[src/rtl/seq_adder_pkg.sv]
`default_nettype none
// ============================================================================
//  Module   : seq_adder_pkg
//  Purpose  : Shared types and constants for the sequential chunk adder:
//             FSM state encoding, default geometry, chunk-count helper.
//  Revision : 1.0  initial release
// ============================================================================
package seq_adder_pkg;

    localparam int DEF_WIDTH = 16;
    localparam int DEF_CHUNK = 4;

    typedef enum logic [1:0] {
        IDLE = 2'd0,
        BUSY = 2'd1,
        DONE = 2'd2
    } state_t;

    // Number of CHUNK-wide slices making up a WIDTH-wide operand
    function automatic int calc_nchunk(input int width, input int chunk);
        return width / chunk;
    endfunction

endpackage
`default_nettype wire

[src/rtl/chunk_adder.sv]
`default_nettype none
// ============================================================================
//  Module   : chunk_adder
//  Purpose  : Combinational CHUNK-bit ripple adder built from full-adder
//             cells. Also exposes the carry into the MSB so the caller can
//             derive signed overflow.
//  Revision : 1.0  initial release
// ============================================================================
module chunk_adder #(
    parameter int CHUNK = 4
) (
    input  logic [CHUNK-1:0] a,
    input  logic [CHUNK-1:0] b,
    input  logic             cin,
    output logic [CHUNK-1:0] sum,
    output logic             cout,
    output logic             cmsb
);

    logic [CHUNK:0] w_c;

    assign w_c[0] = cin;

    // One full-adder cell per bit, carry rippling upward
    for (genvar i = 0; i < CHUNK; i++) begin : g_fa
        assign sum[i]    = a[i] ^ b[i] ^ w_c[i];
        assign w_c[i+1]  = (a[i] & b[i]) | (w_c[i] & (a[i] ^ b[i]));
    end

    assign cout = w_c[CHUNK];
    assign cmsb = w_c[CHUNK-1];

endmodule
`default_nettype wire

[src/rtl/seq_chunk_adder.sv]
`default_nettype none
// ============================================================================
//  Module   : seq_chunk_adder
//  Purpose  : Multi-cycle unsigned adder. Latches a, b, cin, then adds CHUNK
//             bits per clock with the carry held in a register between
//             cycles. Valid/ready handshake on input and output.
//  Options  : SEQ_ADDER_OVF_EN - adds the ovf output (signed overflow).
//  Revision : 1.0  initial release
// ============================================================================
module seq_chunk_adder
    import seq_adder_pkg::*;
#(
    parameter int WIDTH = DEF_WIDTH,
    parameter int CHUNK = DEF_CHUNK
) (
    input  logic             clk,
    input  logic             rst_n,
    input  logic             in_valid,
    output logic             in_ready,
    input  logic [WIDTH-1:0] a,
    input  logic [WIDTH-1:0] b,
    input  logic             cin,
    output logic             out_valid,
    input  logic             out_ready,
    output logic [WIDTH-1:0] sum,
    output logic             cout
`ifdef SEQ_ADDER_OVF_EN
    ,
    output logic             ovf
`endif
);

    localparam int               NCHUNK = calc_nchunk(WIDTH, CHUNK);
    localparam int               CNT_W  = (NCHUNK > 1) ? $clog2(NCHUNK) : 1;
    localparam logic [CNT_W-1:0] C_LAST = CNT_W'(NCHUNK - 1);
    localparam logic [WIDTH-1:0] C_MASK = WIDTH'({CHUNK{1'b1}});

    state_t            r_state;
    logic [WIDTH-1:0]  r_a;
    logic [WIDTH-1:0]  r_b;
    logic              r_carry;
    logic [CNT_W-1:0]  r_cnt;

    logic [31:0]       w_base;
    logic [CHUNK-1:0]  w_a_chunk;
    logic [CHUNK-1:0]  w_b_chunk;
    logic [CHUNK-1:0]  w_csum;
    logic              w_cout;
    logic              w_cmsb;
    logic [WIDTH-1:0]  w_sum_next;

    // Bit offset of the slice currently being processed
    assign w_base    = 32'(r_cnt) * 32'(CHUNK);
    assign w_a_chunk = CHUNK'(r_a >> w_base);
    assign w_b_chunk = CHUNK'(r_b >> w_base);

    chunk_adder #(
        .CHUNK (CHUNK)
    ) u_chunk_adder (
        .a    (w_a_chunk),
        .b    (w_b_chunk),
        .cin  (r_carry),
        .sum  (w_csum),
        .cout (w_cout),
        .cmsb (w_cmsb)
    );

    // Merge the fresh chunk result into its slot of the sum register
    assign w_sum_next = (sum & ~(C_MASK << w_base)) | (WIDTH'(w_csum) << w_base);

`ifndef SEQ_ADDER_OVF_EN
    // Carry into the MSB only feeds the optional overflow output
    wire w_unused_cmsb = w_cmsb;
`endif

    // Control FSM with registered handshake outputs and result registers
    always_ff @(posedge clk or negedge rst_n) begin
        if (!rst_n) begin
            r_state   <= IDLE;
            r_a       <= '0;
            r_b       <= '0;
            r_carry   <= 1'b0;
            r_cnt     <= '0;
            sum       <= '0;
            cout      <= 1'b0;
            out_valid <= 1'b0;
            in_ready  <= 1'b1;
`ifdef SEQ_ADDER_OVF_EN
            ovf       <= 1'b0;
`endif
        end else begin
            case (r_state)
                IDLE: begin
                    if (in_valid && in_ready) begin
                        r_a      <= a;
                        r_b      <= b;
                        r_carry  <= cin;
                        r_cnt    <= '0;
                        in_ready <= 1'b0;
                        r_state  <= BUSY;
                    end
                end
                BUSY: begin
                    sum     <= w_sum_next;
                    r_carry <= w_cout;
                    r_cnt   <= r_cnt + CNT_W'(1);
                    if (r_cnt == C_LAST) begin
                        cout      <= w_cout;
`ifdef SEQ_ADDER_OVF_EN
                        ovf       <= w_cmsb ^ w_cout;
`endif
                        r_cnt     <= '0;
                        out_valid <= 1'b1;
                        r_state   <= DONE;
                    end
                end
                DONE: begin
                    // No new accept in the handoff cycle; in_ready returns with IDLE
                    if (out_ready) begin
                        out_valid <= 1'b0;
                        in_ready  <= 1'b1;
                        r_state   <= IDLE;
                    end
                end
                default: begin
                    out_valid <= 1'b0;
                    in_ready  <= 1'b1;
                    r_state   <= IDLE;
                end
            endcase
        end
    end

endmodule
`default_nettype wire

[config.mk]
export PLATFORM = sky130hd
export DESIGN_NAME = seq_chunk_adder
export DESIGN_NICKNAME = d
export VERILOG_FILES = /design/src/rtl/seq_adder_pkg.sv /design/src/rtl/chunk_adder.sv /design/src/rtl/seq_chunk_adder.sv
export SDC_FILE = /design/constraint.sdc
export NUM_CORES = 1
export LEC_CHECK = 0
export ABC_CLOCK_PERIOD_IN_PS = 4100
export CORE_AREA = 2 2 76 78
export CTS_CLUSTER_DIAMETER = 50
export DETAILED_ROUTE_END_ITERATION = 6
export DIE_AREA = 0 0 78 80
export MAX_ROUTING_LAYER = met4
export PLACE_DENSITY = 0.77
export SETUP_SLACK_MARGIN = 0.15
export SLEW_MARGIN = 20
export SYNTH_ARGS = -nofsm -noshare
export SYNTH_HDL_FRONTEND = slang
export SYNTH_SLANG_ARGS = --single-unit
[constraint.sdc]
create_clock -name clk -period 4.1 [get_ports clk]
set_input_delay 0.41 -clock clk [delete_from_list [all_inputs] [get_ports clk]]
set_output_delay 0.41 -clock clk [all_outputs]
set_load 0.01 [all_outputs]
==> metrics.csv, run 1 <==
stage,metric,value,unit
placed_design,hpwl dp,3.38,mm
yosys,Post-synth ARST share,100,%
grt,grt total ovfl,0,
sta,unrepaired setup endpoints after global routing,no,
finish,area grow syn2layout,25.1,%
route,initial detailed-routing violation count,84,
floorplan,Die Ht,80,µm
route,Met3 Wirelength,194,µm
sta,FMAX,0.326,GHz
worst_setup_path,Crit Path Class,register to register,
sta,Least-Margin Pin Slew,0.692,ns
yosys,Seq cells post-synth,56,
yosys,Post-Syn Area,2640,µm²
cts,post-CTS sizing,0,
route,met2 WL,2.29,mm
grt,first-pass GRT wire length,7.94,mm
floorplan,die width,78,µm
sta,fin. max-slew vios,0,
floorplan,cell row count,27,
power_and_ir_drop,P_int,0.00163,W
cts,H-tree levels,2,
worst_setup_path,CP startpoint kind,register,
cts,Post CTS Setup Buffer Count,0,
cts,Clock Pin Slew Worst Setup and Hold Paths,0.10,ns
yosys,number of synthesized flops with an enable pin,0,
sta,Max transition margin,53.8,%
yosys,post-synthesis sequential area ratio,53.1,%
job,Max Cap Viol,0,
finish,ANT cells,0,
sta,setup violators final,0,
min_path,worst hold path class,primary input to asynchronous set/reset pin,
grt,largest net degree at the start of global routing,57,
cts,post-cts hold buffer count,0,
worst_setup_path,CP required,4.29,ns
finish,Final nets,274,
yosys,syn_nets,217,
power_and_ir_drop,Clock Power Share,12.4,%
worst_setup_path,CP Max Fanout,13,
route,Top Layer Used,met4,
finish,most frequent cells in the layout,"dfrtp_1, clkdlybuf4s50_1, mux2_4",
cts,clock buffer depth,2,
cts,CTS Root Cell,clkbuf_8,
route,Avg WL per Cell,15.6,µm
floorplan,I/O pins,56,
route,Total Wirelength,4.71,mm
power_and_ir_drop,combinational power share,46.8,%
yosys,Mapped Avg Cell Area,15.4,µm²
cts,Worst-Skew Late Latency,0.30,ns
outcome,outcome,completed,
cts,CTS tree,done,
route,Residual DRC,0,
floorplan,die area,6240,µm²
route,Pre-antenna DRT Iters,4,
sta,Final Hold Fails,0,
placed_design,port bufs,55,
finish,finished layout cell area,3310,µm²
grt,initial antenna violation count,0,
sta,clock skew,0.00909,ns
yosys,Synth cell types,29,
cts,CTS Sinks,56,
placed_design,Placer Congestion,0.761,
route,Vias,1571,
sta,Final min period,3.07,ns
finish,"leading cell type in the layout, fill and taps excluded",dfrtp_1,
route,post-detailed-route count of antenna-violating nets,0,
worst_setup_path,CP Data Arrival Time,3.26,ns
floorplan,initial core utilization,48.9,%
finish,share of cells above drive strength 1,24.3,%
finish,FILL cells,429,
yosys,Ys Warns,0,
power_and_ir_drop,Flop pwr share,40.8,%
power_and_ir_drop,LEAKAGE,1.44,nW
yosys,most area-hungry cell type in the Yosys netlist,dfrtp_1,
power_and_ir_drop,net switching power,0.000808,W
yosys,Synth Flop Type,dfrtp_1,
finish,fin util,61.2,%
grt,vias in the first global route,1606,
grt,GR Util All Layers,16.9,%
yosys,Gate Count Post-Synth,172,
placed_design,Post-DP Area,3220,µm²
route,M1 wire length,2.20,mm
yosys,top-area cell type share of the netlist area,52.1,%
cts,CTS Buf Count,5,
floorplan,total core area,5410,µm²
yosys,Synth area leaders,"dfrtp_1, mux2_4, mux4_2",
sta,period utilization,74.9,%
worst_setup_path,CP Capture Type,register,
sta,setup TNS,0,ns
power_and_ir_drop,pwr/cell area,737,nW/µm²
power_and_ir_drop,Switching Share,33.1,%
power_and_ir_drop,maximum vdd drop,0.353,mV
route,vias per cell,5.20,
-- state kept, by name (all words and copies together), names as in the netlist --
signal / cells
cout: 1
in_ready: 1
out_valid: 1
r_a: 16
r_b: 16
r_carry: 1
r_cnt: 2
r_state: 2
sum: 16
-- worst max-delay path, cell delays in order, from the launching register on --
cell	delay (ns)
dfrtp_1	0.49
buf_4	0.27
mux4_2	0.53
inv_1	0.09
fa_1	0.16
inv_1	0.05
fa_1	0.35
inv_1	0.08
fa_1	0.15
inv_1	0.06
fa_1	0.50
a32o_1	0.24
-- path summary, 6_finish.rpt --
check,cells past startpoint,slack (ns),startpoint,endpoint
worst max-delay path,11,1.03,r_cnt[0],sum[11]
worst max register to register,11,1.03,r_cnt[0],sum[11]
max in group asynchronous,2,3.40,rst_n,r_a[13]
min in group clk,1,0.51,sum[1],sum[1]
worst min register to register,1,0.51,sum[1],sum[1]
worst min-delay path,2,0.22,rst_n,out_valid
-- cells in the mapped netlist, types with 2 or more instances --
cell type and n:
nand2_1 10, mux2_2 7, a32o_1 8, a21oi_1 2, mux2_4 26, mux4_2 8
buf_4 2, inv_1 11, buf_12 3, fa_1 4, a22o_1 6, dfrtp_1 55
o2bb2ai_1 2, o31ai_1 2, nor2_1 7, buf_2 3, ha_1 4
-- cell type report --
class	count	area (µm²)	area share (%)
repair buffers	59	576	17.4
multi-input cells	96	1110	33.5
clock buffers	8	90.1	2.72
flip-flops and latches	56	1400	42.4
inverters	11	41.3	1.25
well taps	72	90.1	2.72
-- power groups by stage --
stage               clock, W  sequential (W)  combinational [W]
CTS                 0.000313        0.000999            0.00116
floorplan                  0        0.000971           0.000782
global placement           0         0.00101            0.00112
detailed placement         0         0.00101            0.00115
finish              0.000302        0.000995            0.00114
global route        0.000334         0.00103            0.00125
-- cells by family (layout without fill, tap and decap cells) --
logic type,after synthesis,count (layout),share of synthesized area (%)
adder cells (fa/ha/maj),8,8,4.92
flip-flops,56,56,53.1
AO/OA/AOI/OAI,24,24,7.86
multiplexers,41,41,24.6
AND/OR/NAND/NOR,23,23,4.21
buffers and inverters,20,78,5.39
-- stage by stage --
| stage | setup WS (ns) | hold WS, ns | power, W | std cells |
|---|---|---|---|---|
| floorplan | 1.36 | 0.114 | 0.00175 | 172 |
| global placement | 1.10 | 0.480 | 0.00213 | 294 |
| detailed placement | 1.01 | 0.486 | 0.00216 | 294 |
| CTS | 0.991 | 0.250 | 0.00247 | 302 |
| global route | 0.822 | 0.288 | 0.00261 | 302 |
| finish | 1.03 | 0.222 | 0.00244 | 302 |
-- routing by layer --
| metal | GRT usage, % | up-vias |
|---|---|---|
| li1 | - | 734 |
| met1 | 23.1 | 787 |
| met2 | 26.2 | 48 |
| met3 | 4.07 | 2 |
| met4 | 3.68 | 0 |
| met5 | - | - |
Power figures use the tool's default switching activity.
==> inputs of run 2 (changes only) <==
- ABC_CLOCK_PERIOD_IN_PS: 4100 -> 3000
- clock period: 4.1 -> 3 ns (I/O delays scaled with it)
==> metrics.csv, run 2 (synthesis gave the netlist of run 1 again) <==
stage,metric,value,unit,change
route,Residual DRC,0,,unchanged
route,Avg WL per Cell,15.7,µm,+1.1%
worst_setup_path,CP startpoint kind,register,,
route,post-detailed-route count of antenna-violating nets,0,,unchanged
floorplan,cell row count,27,,unchanged
cts,CTS tree,done,,
floorplan,initial core utilization,48.9,%,unchanged
route,met2 WL,2.37,mm,+3.4%
finish,area grow syn2layout,25.7,%,
finish,Largest regs,"r_a (16), r_b (16), sum (16)",,
sta,Max transition margin,50.5,%,-3.3 points
worst_setup_path,Buf/Inv on CP,4,,-1
grt,vias in the first global route,1679,,+4.5%
finish,ANT cells,0,,unchanged
finish,Finished Layout Cells,303,,+0.33%
sta,Final Hold Fails,0,,unchanged
finish,share of cells above drive strength 1,27.3,%,+2.9 points
route,Pre-antenna DRT Iters,4,,unchanged
finish,most frequent cells in the layout,"dfrtp_1, clkdlybuf4s50_1, mux2_4",,
power_and_ir_drop,Clock Power Share,11.4,%,-1.0 points
finish,area of the multi-input gates,1110,µm²,+0.68%
route,Top Layer Used,met4,,
cts,clock buffer depth,2,,unchanged
placed_design,port bufs,55,,unchanged
cts,H-tree levels,2,,unchanged
sta,period utilization,90.7,%,+16 points
power_and_ir_drop,Switching Share,33.4,%,+0.23 points
power_and_ir_drop,LEAKAGE,1.44,nW,about the same
floorplan,die width,78,µm,unchanged
power_and_ir_drop,net switching power,0.00113,W,+40%
sta,Final min period,2.72,ns,-0.351 ns
worst_setup_path,CP Data Arrival Time,2.92,ns,-0.34 ns
grt,largest net degree at the start of global routing,38,,-33%
finish,Final nets,276,,+0.73%
power_and_ir_drop,combinational power share,48.7,%,+1.9 points
power_and_ir_drop,Flop pwr share,39.9,%,-0.9 points
power_and_ir_drop,total power,0.00338,W,+39%
route,Met3 Wirelength,225,µm,+16%
cts,CTS Buf Count,5,,unchanged
worst_setup_path,CP Capture Type,register,,
placed_design,hpwl dp,3.58,mm,+5.9%
sta,setup TNS,0,ns,unchanged
sta,setup violators final,0,,unchanged
cts,post-cts hold buffer count,0,,unchanged
placed_design,Post-DP Area,3220,µm²,+0.23%
cts,CTS Root Cell,clkbuf_8,,
worst_setup_path,Crit Path Class,register to register,,
min_path,worst hold path class,primary input to asynchronous set/reset pin,,
worst_setup_path,critical-path cell list,mux4_2 -> inv_1 -> fa_1 -> inv_1 -> fa_2 -> inv_1 -> fa_2 -> inv_2 -> fa_2 -> a32o_1,,
finish,finished layout cell area,3320,µm²,+0.45%
floorplan,total core area,5410,µm²,unchanged
worst_setup_path,R2R setup slack,0.28,ns,-0.75 ns
cts,Worst-Skew Late Latency,0.30,ns,about the same
floorplan,I/O pins,56,,unchanged
route,vias per cell,5.26,,+1.1%
outcome,outcome,completed,,
route,M1 wire length,2.12,mm,-3.8%
sta,unrepaired setup endpoints after global routing,yes,,
finish,register area,1400,µm²,about the same
route,Vias,1593,,+1.4%
power_and_ir_drop,maximum vdd drop,0.509,mV,+44%
grt,initial antenna violation count,0,,unchanged
floorplan,die area,6240,µm²,unchanged
route,Total Wirelength,4.77,mm,+1.4%
placed_design,Placer Congestion,0.800,,+5.2%
finish,FILL cells,448,,+4.4%
worst_setup_path,CP Max Fanout,4,,-9
sta,FMAX,0.368,GHz,+13%
power_and_ir_drop,P_int,0.00225,W,+38%
cts,Clock Pin Slew Worst Setup and Hold Paths,0.09,ns,about the same
cts,CTS Sinks,56,,unchanged
floorplan,Die Ht,80,µm,unchanged
sta,clock skew,0.00579,ns,-0.00330 ns
route,initial detailed-routing violation count,52,,-38%
worst_setup_path,Worst path slowest cell,dfrtp_2,,
sta,Least-Margin Pin Slew,0.742,ns,+0.0499 ns
grt,grt total ovfl,0,,unchanged
worst_setup_path,CP required,3.20,ns,-1.09 ns
worst_setup_path,"delay-heaviest family, CP",adder cells,,
grt,GR Util All Layers,17.6,%,+0.70 points
power_and_ir_drop,pwr/cell area,1020,nW/µm²,+38%
job,Max Cap Viol,0,,unchanged
placed_design,dpl cells,295,,+0.34%
sta,fin. max-slew vios,0,,unchanged
worst_setup_path,"slowest stage delay, CP",0.46,ns,-0.07 ns
grt,first-pass GRT wire length,8.15,mm,+2.7%
-- run 2: changes by cell type in the layout (fill, tap and decap cells not counted), sizes merged --
cell,before,now
buf,5,7
clkbuf,8,6
clkinv,0,1
-- run 2: cell type report --
type | instances | share of cell area (%)
Timing Repair Buffer | 61 | 17.9
Tap cell | 72 | 2.71
Sequential cell | 56 | 42.3
Clock buffer | 6 | 2.18
Inverter | 11 | 1.24
Multi-Input combinational cell | 96 | 33.6
Clock inverter | 1 | 0.151
-- run 2: path summary, 6_finish.rpt --
check	start	to	cells past startpoint
worst min-delay path	rst_n	out_valid	1
worst max register to register	r_cnt[0]	sum[7]	10
min in group clk	sum[9]	sum[9]	1
worst min register to register	sum[9]	sum[9]	1
worst max-delay path	r_cnt[0]	sum[7]	10
max in group asynchronous	rst_n	r_b[0]	2
-- run 2: power groups by stage --
| stage | Combinational [W] | Sequential, W | Clock (W) |
|---|---|---|---|
| 2_1_floorplan | 0.00107 | 0.00133 | 0 |
| 3_3_place_gp | 0.00157 | 0.00135 | 0 |
| 3_5_place_dp | 0.00161 | 0.00136 | 0 |
| 4_1_cts | 0.00161 | 0.00135 | 0.000393 |
| 5_1_grt | 0.00182 | 0.00139 | 0.000424 |
| 6_report | 0.00165 | 0.00135 | 0.000383 |
-- run 2: what timing repair did --
item | in CTS | in global routing
setup endpoints to repair | 0 | 10
buffers inserted | 0 | 1
resized for setup | 0 | 6
-- run 2: through the flow --
stage                     hold slack [ns]  util [%]  worst slack (ns)
final                              0.0532      61.5             0.280
after detailed placement            0.415      59.7             0.166
after CTS                          0.0763      61.1             0.162
after global routing                0.111      61.5             0.134
after global placement              0.409      59.7             0.226
after floorplan                   0.00441         -             0.264
-- run 2: per-layer routing --
layer / global-route usage (%) / vias up
met2: 27.9 / 48
met1: 22.9 / 799
met5: - / -
met3: 4.19 / 10
met4: 5.26 / 0
li1: - / 736
